==> src/rtl/serial_magnitude_comparator_if.sv <==
// Handshake/operand bundle for serial_magnitude_comparator.
// Cascade inputs gi/ei/li exist only when SERIAL_CMP_CASCADE_IN_EN is defined.
interface serial_magnitude_comparator_if #(
  parameter int NIBBLES = 4
);
  logic                   start;
  logic [4*NIBBLES-1:0]   a_in;
  logic [4*NIBBLES-1:0]   b_in;
`ifdef SERIAL_CMP_CASCADE_IN_EN
  logic                   gi;
  logic                   ei;
  logic                   li;
`endif
  logic                   busy;
  logic                   done;
  logic                   gt;
  logic                   eq;
  logic                   lt;

  modport master (
    output start, a_in, b_in,
`ifdef SERIAL_CMP_CASCADE_IN_EN
    output gi, ei, li,
`endif
    input  busy, done, gt, eq, lt
  );

  modport slave (
    input  start, a_in, b_in,
`ifdef SERIAL_CMP_CASCADE_IN_EN
    input  gi, ei, li,
`endif
    output busy, done, gt, eq, lt
  );
endinterface

==> src/rtl/serial_magnitude_comparator.sv <==
// Nibble-serial unsigned magnitude comparator: one 4-bit cascade compare per clock, LSB nibble first.
// Optional macro SERIAL_CMP_CASCADE_IN_EN adds gi/ei/li as the initial cascade flags.
module serial_magnitude_comparator #(
  parameter int NIBBLES = 4
) (
  input  logic                          clk,
  input  logic                          reset_n,
  serial_magnitude_comparator_if.slave  bus
);
  localparam int W     = 4 * NIBBLES;
  localparam int CNT_W = (NIBBLES > 1) ? $clog2(NIBBLES) : 1;
  localparam logic [CNT_W-1:0] LAST_CNT = CNT_W'(NIBBLES - 1);

  typedef enum logic [1:0] {IDLE, RUN, DONE} state_t;

  state_t           r_state;
  logic [W-1:0]     r_a;
  logic [W-1:0]     r_b;
  logic [CNT_W-1:0] r_cnt;
  logic             r_g, r_e, r_l;
  logic             r_busy, r_done;
  logic             r_gt, r_eq, r_lt;

  logic             w_accept;
  logic [3:0]       w_a_nib, w_b_nib;
  logic             w_g, w_e, w_l;
  logic             w_gi, w_ei, w_li;

`ifdef SERIAL_CMP_CASCADE_IN_EN
  assign w_gi = bus.gi;
  assign w_ei = bus.ei;
  assign w_li = bus.li;
`else
  assign w_gi = 1'b0;
  assign w_ei = 1'b1;
  assign w_li = 1'b0;
`endif

  assign w_accept = bus.start && ((r_state == IDLE) || (r_state == DONE));

  // Operands shift down each RUN cycle so the current nibble is always at [3:0].
  assign w_a_nib = r_a[3:0];
  assign w_b_nib = r_b[3:0];

  always_comb begin
    w_g = r_g;
    w_e = r_e;
    w_l = r_l;
    if (w_a_nib > w_b_nib) begin
      w_g = 1'b1;
      w_e = 1'b0;
      w_l = 1'b0;
    end else if (w_a_nib < w_b_nib) begin
      w_g = 1'b0;
      w_e = 1'b0;
      w_l = 1'b1;
    end
  end

  // Operand datapath carries no reset; it is always reloaded by an accepted start.
  always_ff @(posedge clk) begin
    if (w_accept) begin
      r_a <= bus.a_in;
      r_b <= bus.b_in;
    end else if (r_state == RUN) begin
      r_a <= r_a >> 4;
      r_b <= r_b >> 4;
    end
  end

  always_ff @(posedge clk or negedge reset_n) begin
    if (!reset_n) begin
      r_state <= IDLE;
      r_cnt   <= '0;
      r_g     <= 1'b0;
      r_e     <= 1'b1;
      r_l     <= 1'b0;
      r_busy  <= 1'b0;
      r_done  <= 1'b0;
      r_gt    <= 1'b0;
      r_eq    <= 1'b1;
      r_lt    <= 1'b0;
    end else begin
      case (r_state)
        IDLE, DONE: begin
          r_done <= 1'b0;
          if (w_accept) begin
            r_state <= RUN;
            r_busy  <= 1'b1;
            r_cnt   <= '0;
            r_g     <= w_gi;
            r_e     <= w_ei;
            r_l     <= w_li;
          end else begin
            r_state <= IDLE;
          end
        end
        RUN: begin
          r_g   <= w_g;
          r_e   <= w_e;
          r_l   <= w_l;
          r_cnt <= r_cnt + 1'b1;
          // Final nibble: publish the cascade result including this nibble's decision.
          if (r_cnt == LAST_CNT) begin
            r_state <= DONE;
            r_busy  <= 1'b0;
            r_done  <= 1'b1;
            r_gt    <= w_g;
            r_eq    <= w_e;
            r_lt    <= w_l;
          end
        end
        default: begin
          r_state <= IDLE;
          r_busy  <= 1'b0;
          r_done  <= 1'b0;
        end
      endcase
    end
  end

  assign bus.busy = r_busy;
  assign bus.done = r_done;
  assign bus.gt   = r_gt;
  assign bus.eq   = r_eq;
  assign bus.lt   = r_lt;
endmodule
==> src/flat_wrapper.sv <==
// flat-port wrapper written by rule: the top's interface ports become plain ports
module serial_magnitude_comparator_flat 
#(
  parameter int NIBBLES = 4
)
  (clk, reset_n, bus_start, bus_a_in, bus_b_in, bus_busy, bus_done, bus_gt, bus_eq, bus_lt);
  serial_magnitude_comparator_if #(.NIBBLES(NIBBLES)) bus_i ();
  input  logic clk;
  input  logic reset_n;
  input wire logic [$bits(bus_i.start)-1:0] bus_start;
  input wire logic [$bits(bus_i.a_in)-1:0] bus_a_in;
  input wire logic [$bits(bus_i.b_in)-1:0] bus_b_in;
  output wire logic [$bits(bus_i.busy)-1:0] bus_busy;
  output wire logic [$bits(bus_i.done)-1:0] bus_done;
  output wire logic [$bits(bus_i.gt)-1:0] bus_gt;
  output wire logic [$bits(bus_i.eq)-1:0] bus_eq;
  output wire logic [$bits(bus_i.lt)-1:0] bus_lt;
  assign bus_i.start = bus_start;
  assign bus_i.a_in = bus_a_in;
  assign bus_i.b_in = bus_b_in;
  assign bus_busy = bus_i.busy;
  assign bus_done = bus_i.done;
  assign bus_gt = bus_i.gt;
  assign bus_eq = bus_i.eq;
  assign bus_lt = bus_i.lt;
  serial_magnitude_comparator #(.NIBBLES(NIBBLES)) u_core (.clk(clk), .reset_n(reset_n), .bus(bus_i));
endmodule
==> config.mk <==
export PLATFORM = sky130hd
export DESIGN_NAME = serial_magnitude_comparator_flat
export DESIGN_NICKNAME = d
export VERILOG_FILES = /design/src/rtl/serial_magnitude_comparator_if.sv /design/src/rtl/serial_magnitude_comparator.sv /design/src/flat_wrapper.sv
export SDC_FILE = /design/constraint.sdc
export NUM_CORES = 1
export LEC_CHECK = 0
export CORE_MARGIN = 2
export CORE_UTILIZATION = 60
export CTS_CLUSTER_DIAMETER = 200
export DETAILED_ROUTE_END_ITERATION = 8
export DONT_BUFFER_PORTS = 1
export PLACE_DENSITY = 0.72
export SLEW_MARGIN = 20
export SYNTH_ARGS = -nofsm -noshare
export SYNTH_HDL_FRONTEND = slang
export SYNTH_SLANG_ARGS = --single-unit
==> constraint.sdc <==
create_clock -name clk -period 3.6 [get_ports clk]
set_input_delay 0.72 -clock clk [delete_from_list [all_inputs] [get_ports clk]]
set_output_delay 0.72 -clock clk [all_outputs]
set_load 0.02 [all_outputs]
# [Word-level counts from Yosys, hierarchy flattened]
# Cells that the tools add are included.
# Widths: inputs -> output; s select.
[totals] register_bits=44 input_bits=35 out_inout_bits=5 wordCells=53
[op_classes] n_addsub=1 n_lt_le_gt_ge=2 n_eq_ne=5 n_mux=24 reduce_logical=9
[ops] operator="$mux 16" n=4
[ops] operator="$mux 1" n=12
[ops] operator="$pmux 1 s2" n=4
[ops] operator="$pmux 2 s2" n=2
[ops] operator="$reduce_and 2->1" n=3
[ops] operator="$eq 2x2->1 const B" n=2
[ops] operator="$gt 4x4->1" n=1
[ops] operator="$lt 4x4->1" n=1
[ops] operator="$mux 2" n=2
[ops] operator="$reduce_bool 2->1" n=2
[ops] operator="$add 2x1->2 const B" n=1
[ops] operator="$eq 2x1->1 const B" n=1
[ops] operator="$logic_not 2->1" n=1
[ops] operator="$ne 2x1->1 const B" n=1
[ops] operator="$ne 2x2->1 const B" n=1
[ops] operator="$reduce_or 2->1" n=1
[ops] operator="$logic_and 1x1->1" n=1
[ops] operator="$logic_or 1x1->1" n=1

# [Logic depth before layout (Yosys ltp)]
# Gate-level depths: netlist (run 1).
[depth] ltp_word=5 depth_mapped=6

# [Worst setup path after synthesis (run 1)]
# Ideal clock, no wire load.
[synth_path] kind="input to register" from="in bus_start" to="reg u_core.r_a[0], enable pin" arrival_ps=1340 slack_ps=1887 stages=3 n_path_buf=0 path_cell_list="nor2b_4 > nor2_1 > inv_2"
[synth_via] elab_chain_cells=2
[synth_lines] item="start: declaration" line="flat_wrapper.sv:10" rtl="input wire logic [$bits(bus_i.start)-1:0] bus_start;"
[synth_lines] item="$logic_and 1x1->1" line="serial_magnitude_comparator.sv:39" rtl="assign w_accept = bus.start && ((r_state == IDLE) || (r_state == DONE));"
[synth_lines] item="$reduce_bool 2->1 (no line)"
[synth_lines] item="end signal: assignment" line="serial_magnitude_comparator.sv:63" rtl="r_a <= bus.a_in;"
[synth_lines] item="end signal: assignment" line="serial_magnitude_comparator.sv:66" rtl="r_a <= r_a >> 4;"
[synth_lines] item="end: declaration" line="serial_magnitude_comparator.sv:17" rtl="logic [W-1:0] r_a;"
# Every way passes these cells.
# A chain may end at the register's enable or synchronous reset.

# [Worst setup path in the final report (run 1)]
[layout_path] from="reg u_core.r_state[0]" to="reg u_core.r_b[4], enable pin"
[layout_via] elab_chain_cells=4 elab_cells_between_ends=6 classes_between="eq/ne (2); reduce/logical (4)"
[layout_lines] item="start: declaration" line="serial_magnitude_comparator.sv:16" rtl="state_t r_state;"
[layout_lines] item="start signal: assignment" line="serial_magnitude_comparator.sv:73" rtl="r_state <= IDLE;"
[layout_lines] item="start signal: assignment" line="serial_magnitude_comparator.sv:88" rtl="r_state <= RUN;"
[layout_lines] item="start signal: assignment" line="serial_magnitude_comparator.sv:95" rtl="r_state <= IDLE;"
[layout_lines] item="$eq 2x2->1 or $logic_not 2->1 (tied branches)" line="serial_magnitude_comparator.sv:39"
[layout_lines] item="$logic_or 1x1->1" line="serial_magnitude_comparator.sv:39"
[layout_lines] item="$logic_and 1x1->1" line="serial_magnitude_comparator.sv:39"
[layout_lines] item="$reduce_bool 2->1 (no line) (*)"
[layout_lines] item="end signal: assignment" line="serial_magnitude_comparator.sv:64" rtl="r_b <= bus.b_in;"
[layout_lines] item="end signal: assignment" line="serial_magnitude_comparator.sv:67" rtl="r_b <= r_b >> 4;"
[layout_lines] item="end: declaration" line="serial_magnitude_comparator.sv:18" rtl="logic [W-1:0] r_b;"
# Every way passes the cells marked *; elsewhere a longest branch is shown, timed or not.

==> metrics list, run 1 <==
- Maximum fanout along the worst path: 33
* Fraction of met2 tracks used by global routing: 28.42%
* Crit path arrival time: 2.07 ns
- Routability-driven placement finished with a final weighted congestion of 0.7514.
- TritonCTS built the clock tree.
- Met3 usage in global routing: 6.183%
- Via density: 5.143
* Minimum setup slack among reg-to-reg paths: 1.50 ns
- Initial core utilization: 62.66%
- Via count: 1,147
* FF-to-FF End: u_core.r_b[4]$_DFFE_PP_
- Net count of the mapped netlist: 217
* Number of storage elements in the synthesis netlist: 43
- Setup repair after global routing left no endpoint under its margin.
- Worst path required time: 3.58 ns
* Commonest non-fill, non-tap cell in the layout: sky130_fd_sc_hd__nand2_1
* Power per standard cell area: 903.4 nW/um^2
* Area enclosed by the die boundary: 3656 sq um
* Period utilization: 58.25%
* Placement row count: 20
- The critical path ends at u_core.r_b[4]$_DFFE_PP_.
* FILL cells: 258
- Maximum number of pins on one net before global-route repair: 34
* Distinct cell type count after synthesis: 30
- Cts repair resizes: 0
* Post-Route Hold Slack: 0.06684 ns
* Transition time of the tightest slew-check pin: 0.9246 ns
* Number of setup violations in the final report: 0
* Number of buffers inserted by post-CTS setup repair: 0
* Synth area leaders: sky130_fd_sc_hd__edfxtp_1, sky130_fd_sc_hd__nand2_1, sky130_fd_sc_hd__dfrtp_1
- CTS placed an instance of sky130_fd_sc_hd__clkbuf_4 at the clock tree root.
* Final TNS setup: 0 ns
* Total Routing Usage GR: 18.43%
- Measured along the y axis, the die boundary spans 60.47 microns.
- Largest clock skew in the final design: 0.01128 ns
- Startpoint Class: flop
- Once detail routing completed, the nets flagged for antenna violations numbered 0.
* Area growth from synthesis to final layout: 3.139%
- Num CTS Buffers: 5
* Wire length of the first global-routing pass: 4809 microns
- Count of routing violations after the opening detailed-route iteration: 78
- The worst setup path is captured at a flop.
- CORE AREA: 3053 sq um
- Grt met1 use: 24.82%
- The tree built by TritonCTS fans out to 43 sinks.
- Antenna cells: 0
* Clock transition at the registers of the reported paths: 0.11 ns
* Width of the chip: 60.47 microns
- IR analysis of the VDD net gives a maximum drop of 425.9 uV.
* Remaining global-route overflow: 0
- Drt first pass iters: 4
- Dividing the detail-routed wire length by the instance count gives 12.61 microns.
* Synthesized area per cell: 10.81 sq um
* Max-Slew Margin vs Limit: 38.36%
- Max Clk Rate: 476.9 MHz
- Cell type with the highest aggregate area in the netlist: sky130_fd_sc_hd__edfxtp_1
- In the layout the commonest cells are sky130_fd_sc_hd__nand2_1, sky130_fd_sc_hd__edfxtp_1, sky130_fd_sc_hd__dfrtp_1.
* Port buffer count: 0
- In this run the critical register-to-register path is launched from u_core.r_state[0]$_DFFE_PN0P_.
- The slowest stage of the critical path belongs to the cell sky130_fd_sc_hd__inv_2.
- Tracing the worst setup path back leads to its startpoint at u_core.r_state[0]$_DFFE_PN0P_.
- Final routed DRC violation total: 0
* Part of the Yosys area used for sequential elements: 64.75%
- Sequence of cells on the critical path: nor2b_4 > nor2_1 > inv_2
- Synth top area share: 50.23%
- The post-route netlist has 8.939% of its cells at a drive strength greater than 1.
* MaxCap Viol Count: 0
- Largest incremental delay on the critical path: 0.54 ns
- The final number of max-transition violations came to 0.
* Final Core Density: 64.63%
* Most used routing layer: met2
* # IOs: 40
* # nets final: 218
* Initial antenna violation count: 0
- Number of H-tree levels: 2
- In the synthesized netlist, the number of instances is 177.
- The worst path needs 2.097 ns of the cycle, external delays included.
- The number of hold buffers added after CTS was 0.
* Final HPWL DP: 2011 microns
- Clock latency on the worst-skew pair, taken at its later pin, is 0.34 ns.
* Post-Syn Area: 1913 sq um
- Result of the run: complete, no violations
- Critical path start-end classification: flop to flop
* Count of warnings emitted by yosys: 0
- For the worst flop-to-flop path, the logic depth is 3.
* Vias in the first global route: 1,085
- The clock passes through at most 2 buffers.
* Leakage power of the design: 0.8903 nW
- Class of the worst hold path: input port to async pin
- Summed over all layers, the routed wires come to 2812 microns.
- Count of final hold-check violations: 0
report_power, final:
group / total [mW] / internal, mW / switching (mW)
clock network: 0.211 / 0.0735 / 0.138
registers: 0.996 / 0.881 / 0.115
logic: 0.575 / 0.202 / 0.374
how the worst min path moves through the flow:
| stage | endpoint | slack (ns) | depth (start not counted) |
|---|---|---|---|
| floorplan | u_core.bus.busy$_DFFE_PN0P_ | 0.42 | 0 |
| global placement | u_core.bus.busy$_DFFE_PN0P_ | 0.42 | 0 |
| detailed placement | u_core.bus.busy$_DFFE_PN0P_ | 0.42 | 0 |
| CTS | u_core.r_cnt[1]$_DFFE_PN0P_ | 0.05 | 0 |
| global route | u_core.bus.lt$_DFFE_PN0P_ | 0.02 | 0 |
| finish | u_core.r_cnt[0]$_DFFE_PN0P_ | 0.07 | 0 |
sequential cells by signal (all words and copies together), names as in the netlist:
signal and cells:
u_core.r_a 16, u_core.r_b 16, u_core.r_cnt 2, u_core.bus.busy 1
u_core.bus.done 1, u_core.bus.eq 1, u_core.bus.gt 1, u_core.bus.lt 1
u_core.r_e 1, u_core.r_g 1, u_core.r_l 1, u_core.r_state 1
Yosys cell counts, drive strengths merged:
master   number
dfrtp         9
ha            5
nand4         1
edfxtp       32
clkinv        1
and2          8
a31oi         1
dfstp         2
nand2b        2
o21ai         8
a221o         1
nor2          4
nor2b         2
a22o          2
nand2        79
inv           8
and2b         1
buf           6
a21oi         3
a2bb2oi       1
o211ai        1
per-layer routing:
layer / share of wire [%] / wire [microns]
met2: 49 / 1387
met5: 0 / 0
met1: 43 / 1213
met3: 6.5 / 183
met4: 0.96 / 27
worst max-delay path: cells and delay by family (launching register included):
kind          cells  cell delay [ns]
flops             1             0.45
buf+inv           1             0.54
simple gates      2             0.74
logic make-up (layout without fill, tap and decap cells):
logic type / after synthesis / after routing / share of synthesized area (%)
AOI/OAI and AO/OA: 17 / 17 / 5.952
adders and majority gates: 5 / 5 / 3.270
and+or+nand+nor: 97 / 97 / 21.84
DFF: 43 / 43 / 64.75
buffers and inverters: 15 / 17 / 4.185
per-stage QoR:
step / setup WS [ns] / total power, mW / area [sq um] / cells
finish: 1.503 / 1.783 / 1973 / 223
global route: 1.287 / 1.947 / 1973 / 223
CTS: 1.447 / 1.804 / 1973 / 223
detailed placement: 1.162 / 1.592 / 1923 / 215
global placement: 1.261 / 1.548 / 1923 / 215
floorplan: 1.887 / 1.475 / 1913 / 177
area by class of cell:
class	instances	area (sq um)	area share (%)
clock inverters	2	8.758	0.4439
well taps	44	55.05	2.790
flip-flops and latches	43	1239	62.78
clock buffers	6	41.29	2.093
multi-input cells	119	594.3	30.12
inverters	9	35.03	1.776
(Power assumes the default switching activity.)
==> inputs of run 2 (changes only) <==
==> constraint.sdc (replaced) <==
create_clock -name clk -period 2.05 [get_ports clk]
set_input_delay 0.41 -clock clk [delete_from_list [all_inputs] [get_ports clk]]
set_output_delay 0.41 -clock clk [all_outputs]
set_load 0.02 [all_outputs]
==> metrics list, run 2 (synthesized netlist as in run 1, its figures left out) <==
- Biggest regs: u_core.r_a x16, u_core.r_b x16, u_core.r_cnt x2 (unchanged).
* Class of the worst hold path: input port to flop (was input port to async pin)
- Buffer depth of the longest clock path: 2 (unchanged)
- The count of boundary I/O pins is 40 (unchanged).
- The category of the critical setup timing path was flop to flop (unchanged).
- The worst reg-to-reg setup slack is 0.27 ns (was 1.50 ns).
- Met3 usage in global routing: 6.823% (was 6.183%)
- Initial antenna violation count: 0 (unchanged)
* Vias in the first global route: 1,116 (was 1,085)
- Element type at the critical path end: flop (unchanged)
- Number of placed instances, taps included: 217 (was 215)
- The power per standard cell area was 1636 nW/um^2 (was 903.4 nW/um^2).
* Remaining global-route overflow: 0 (unchanged)
- The global-route met2 utilization came to 31.99% (was 28.42%).
- The clock-pin slew of the registers on the worst-case setup and hold paths is 0.12 ns (was 0.11 ns).
- Start point of the worst min-delay path: bus_b_in[10]
* Result of the run: complete, no violations (unchanged)
* Total length of routed wires: 3010 microns (was 2812 microns)
- The number of diodes added for antenna fixing is 0 (unchanged).
- The max capacitance violation total is 0 (unchanged).
- Initial core utilization: 62.66% (unchanged)
- Leading cell types in the layout, fill and taps excluded: sky130_fd_sc_hd__nand2_1, sky130_fd_sc_hd__edfxtp_1, sky130_fd_sc_hd__dfrtp_1 (unchanged).
- Number of setup violations in the final report: 0 (unchanged)
- Commonest non-fill, non-tap cell in the layout: sky130_fd_sc_hd__nand2_1 (unchanged)
- The cell row count was 20 (unchanged).
- FF-to-FF End: u_core.r_a[9]$_DFFE_PP_ (was u_core.r_b[4]$_DFFE_PP_)
* Layout cell share with drive strength beyond 1: 10.44% (was 8.939%)
* Max Clk Rate: 561.5 MHz (was 476.9 MHz)
* Width of the chip: 60.47 microns (unchanged)
- Crit path arrival time: 1.77 ns (was 2.07 ns)
* Leakage power of the design: 0.9170 nW (was 0.8903 nW)
* Port buffer count: 0 (unchanged)
- Period utilization: 86.88% (was 58.25%)
* Worst Setup SP: u_core.bus.done$_DFFE_PN0P_ (was u_core.r_state[0]$_DFFE_PN0P_)
- The relative area change from synthesis to final layout came to 5.821% (was 3.139%).
- Transition time of the tightest slew-check pin: 0.6497 ns (was 0.9246 ns)
* Largest incremental delay on the critical path: 0.51 ns (was 0.54 ns)
* Post-route worst setup slack: 0.2690 ns (was 1.503 ns)
* Maximum fanout along the worst path: 33 (unchanged)
* Cts repair resizes: 0 (unchanged)
* Chip Height: 60.47 microns (unchanged)
* Path depth of the worst reg2reg path: 3 (unchanged)
- Via count: 1,189 (was 1,147)
- Startpoint Class: flop (unchanged)
* FILL cells: 251 (was 258)
- The estimated wirelength of the detail-placed design was 2114 microns (was 2011 microns).
- Clock insertion delay at the later pin of the skew report: 0.35 ns (was 0.34 ns)
- CORE AREA: 3053 sq um (unchanged)
* Final Core Density: 66.31% (was 64.63%)
* Wire length of the first global-routing pass: 4871 microns (was 4809 microns)
- The final setup TNS was 0 ns (unchanged).
- The worst hold path passes through 2 cells.
* Clock tree from TritonCTS: done (unchanged)
* Count of routing violations after the opening detailed-route iteration: 59 (was 78)
* Sequential cell area: 1239 sq um (unchanged)
* Maximum number of pins on one net before global-route repair: 34 (unchanged)
- Final routed DRC violation total: 0 (unchanged)
- The number of hold-slack violations in the final timing report was 0 (unchanged).
- Area enclosed by the die boundary: 3656 sq um (unchanged)
- The TritonCTS buffer count was 5 (unchanged).
* Sequence of cells on the critical path: and2b_4 > nor2_1 > inv_2 (was nor2b_4 > nor2_1 > inv_2)
- Count of antenna-violating nets left after detailed routing: 0 (unchanged)
- Minimum clock period after layout: 1.781 ns (was 2.097 ns)
- Routability cong.: 0.7928 (was 0.7514)
* Count of non-filler cells in the finished layout: 226 (was 223)
- The number of nets at the end of the flow was 221 (was 218).
- The worst setup timing slack at the placement stage was 0.2835 ns (was 1.162 ns).
* Worst min-delay path endpoint: u_core.r_b[10]$_DFFE_PP_
- Combined area of the multi-input logic cells: 594.3 sq um (unchanged)
- Number of buffers inserted by post-CTS setup repair: 0 (unchanged)
* Count of clock tree sinks: 43 (unchanged)
- Most used routing layer: met2 (unchanged)
- The data required time of the critical path came to 2.04 ns (was 3.58 ns).
- The source of the worst register-to-register timing path is u_core.bus.done$_DFFE_PN0P_ (was u_core.r_state[0]$_DFFE_PN0P_).
* Largest clock skew in the final design: 0.01256 ns (was 0.01128 ns)
- Number of H-tree levels: 2 (unchanged)
- The all-layer global routing usage was 19.26% (was 18.43%).
- Grt met1 use: 22.99% (was 24.82%)
- Post-detailed-route wirelength per cell: 13.32 microns (was 12.61 microns)
- The first-pass detailed-route iteration total came to 4 (unchanged).
- Setup repair after global routing missed its margin: false (unchanged)
- Max-Slew Margin vs Limit: 56.62% (was 38.36%)
- The final number of max-transition violations came to 0 (unchanged).
- Slowest CP cell: sky130_fd_sc_hd__dfrtp_1 (was sky130_fd_sc_hd__inv_2)
* Master cell of the clock root buffer: sky130_fd_sc_hd__clkbuf_4 (unchanged)
- The maximum resistive drop on vdd came to 818.4 uV (was 425.9 uV).
- The per-cell via count in the routed design is 5.261 (was 5.143).
-- run 2: cell types whose count changed in the layout (fill, tap and decap cells not counted), sizes merged --
cell | previous run | this run
buf | 0 | 2
bufinv | 0 | 1
clkbuf | 6 | 5
dlygate4sd3 | 0 | 1
-- run 2: area by class of cell --
| class | instances | area share, % |
|---|---|---|
| Multi-Input combinational cell | 119 | 29.36 |
| Timing Repair Buffer | 3 | 1.236 |
| Sequential cell | 43 | 61.19 |
| Tap cell | 44 | 2.719 |
| Inverter | 9 | 1.731 |
| Clock buffer | 5 | 1.854 |
| Clock inverter | 3 | 1.916 |
-- run 2: stage by stage --
step | area (sq um) | hold WS [ns] | power (mW)
2_1_floorplan | 1913 | 0.1144 | 2.590
3_3_place_gp | 1938 | 0.1146 | 2.743
3_5_place_dp | 1938 | 0.1146 | 2.828
4_1_cts | 2024 | 0.2083 | 3.345
5_1_grt | 2024 | 0.2035 | 3.572
6_report | 2024 | 0.2233 | 3.312
-- run 2: layer usage --
metal,vias up,part of all wire [%]
li1,591,-
met1,555,41
met2,35,49
met3,8,6.9
met4,0,2.4
met5,-,0
-- run 2: worst max path at each step --
stage          depth (start not counted)  slack, ns                           end
2_1_floorplan                          3       0.47       u_core.r_a[0]$_DFFE_PP_
3_3_place_gp                           3       0.34  u_core.r_a[12]$_SDFFCE_PP0P_
3_5_place_dp                           3       0.28  u_core.r_a[14]$_SDFFCE_PP0P_
4_1_cts                                3       0.26       u_core.r_a[9]$_DFFE_PP_
5_1_grt                                3       0.18       u_core.r_a[9]$_DFFE_PP_
6_report                               3       0.27       u_core.r_a[9]$_DFFE_PP_
-- run 2: worst max-delay path, delay by kind of cell, from the launching register on --
kind                   cells  cell delay (ns)
DFF                        1             0.51
buffers and inverters      1             0.49
and+or+nand+nor            2             0.41
-- run 2: report_power, final --
part	internal [mW]	switching (mW)
sequential	1.55	0.209
combinational	0.372	0.669
clock	0.251	0.263
-- run 2: what timing repair did --
item / CTS / global route
endpoints found under the setup margin: 0 / 0
hold buffers: 1 / 0
hold endpoints to repair: 11 / 0
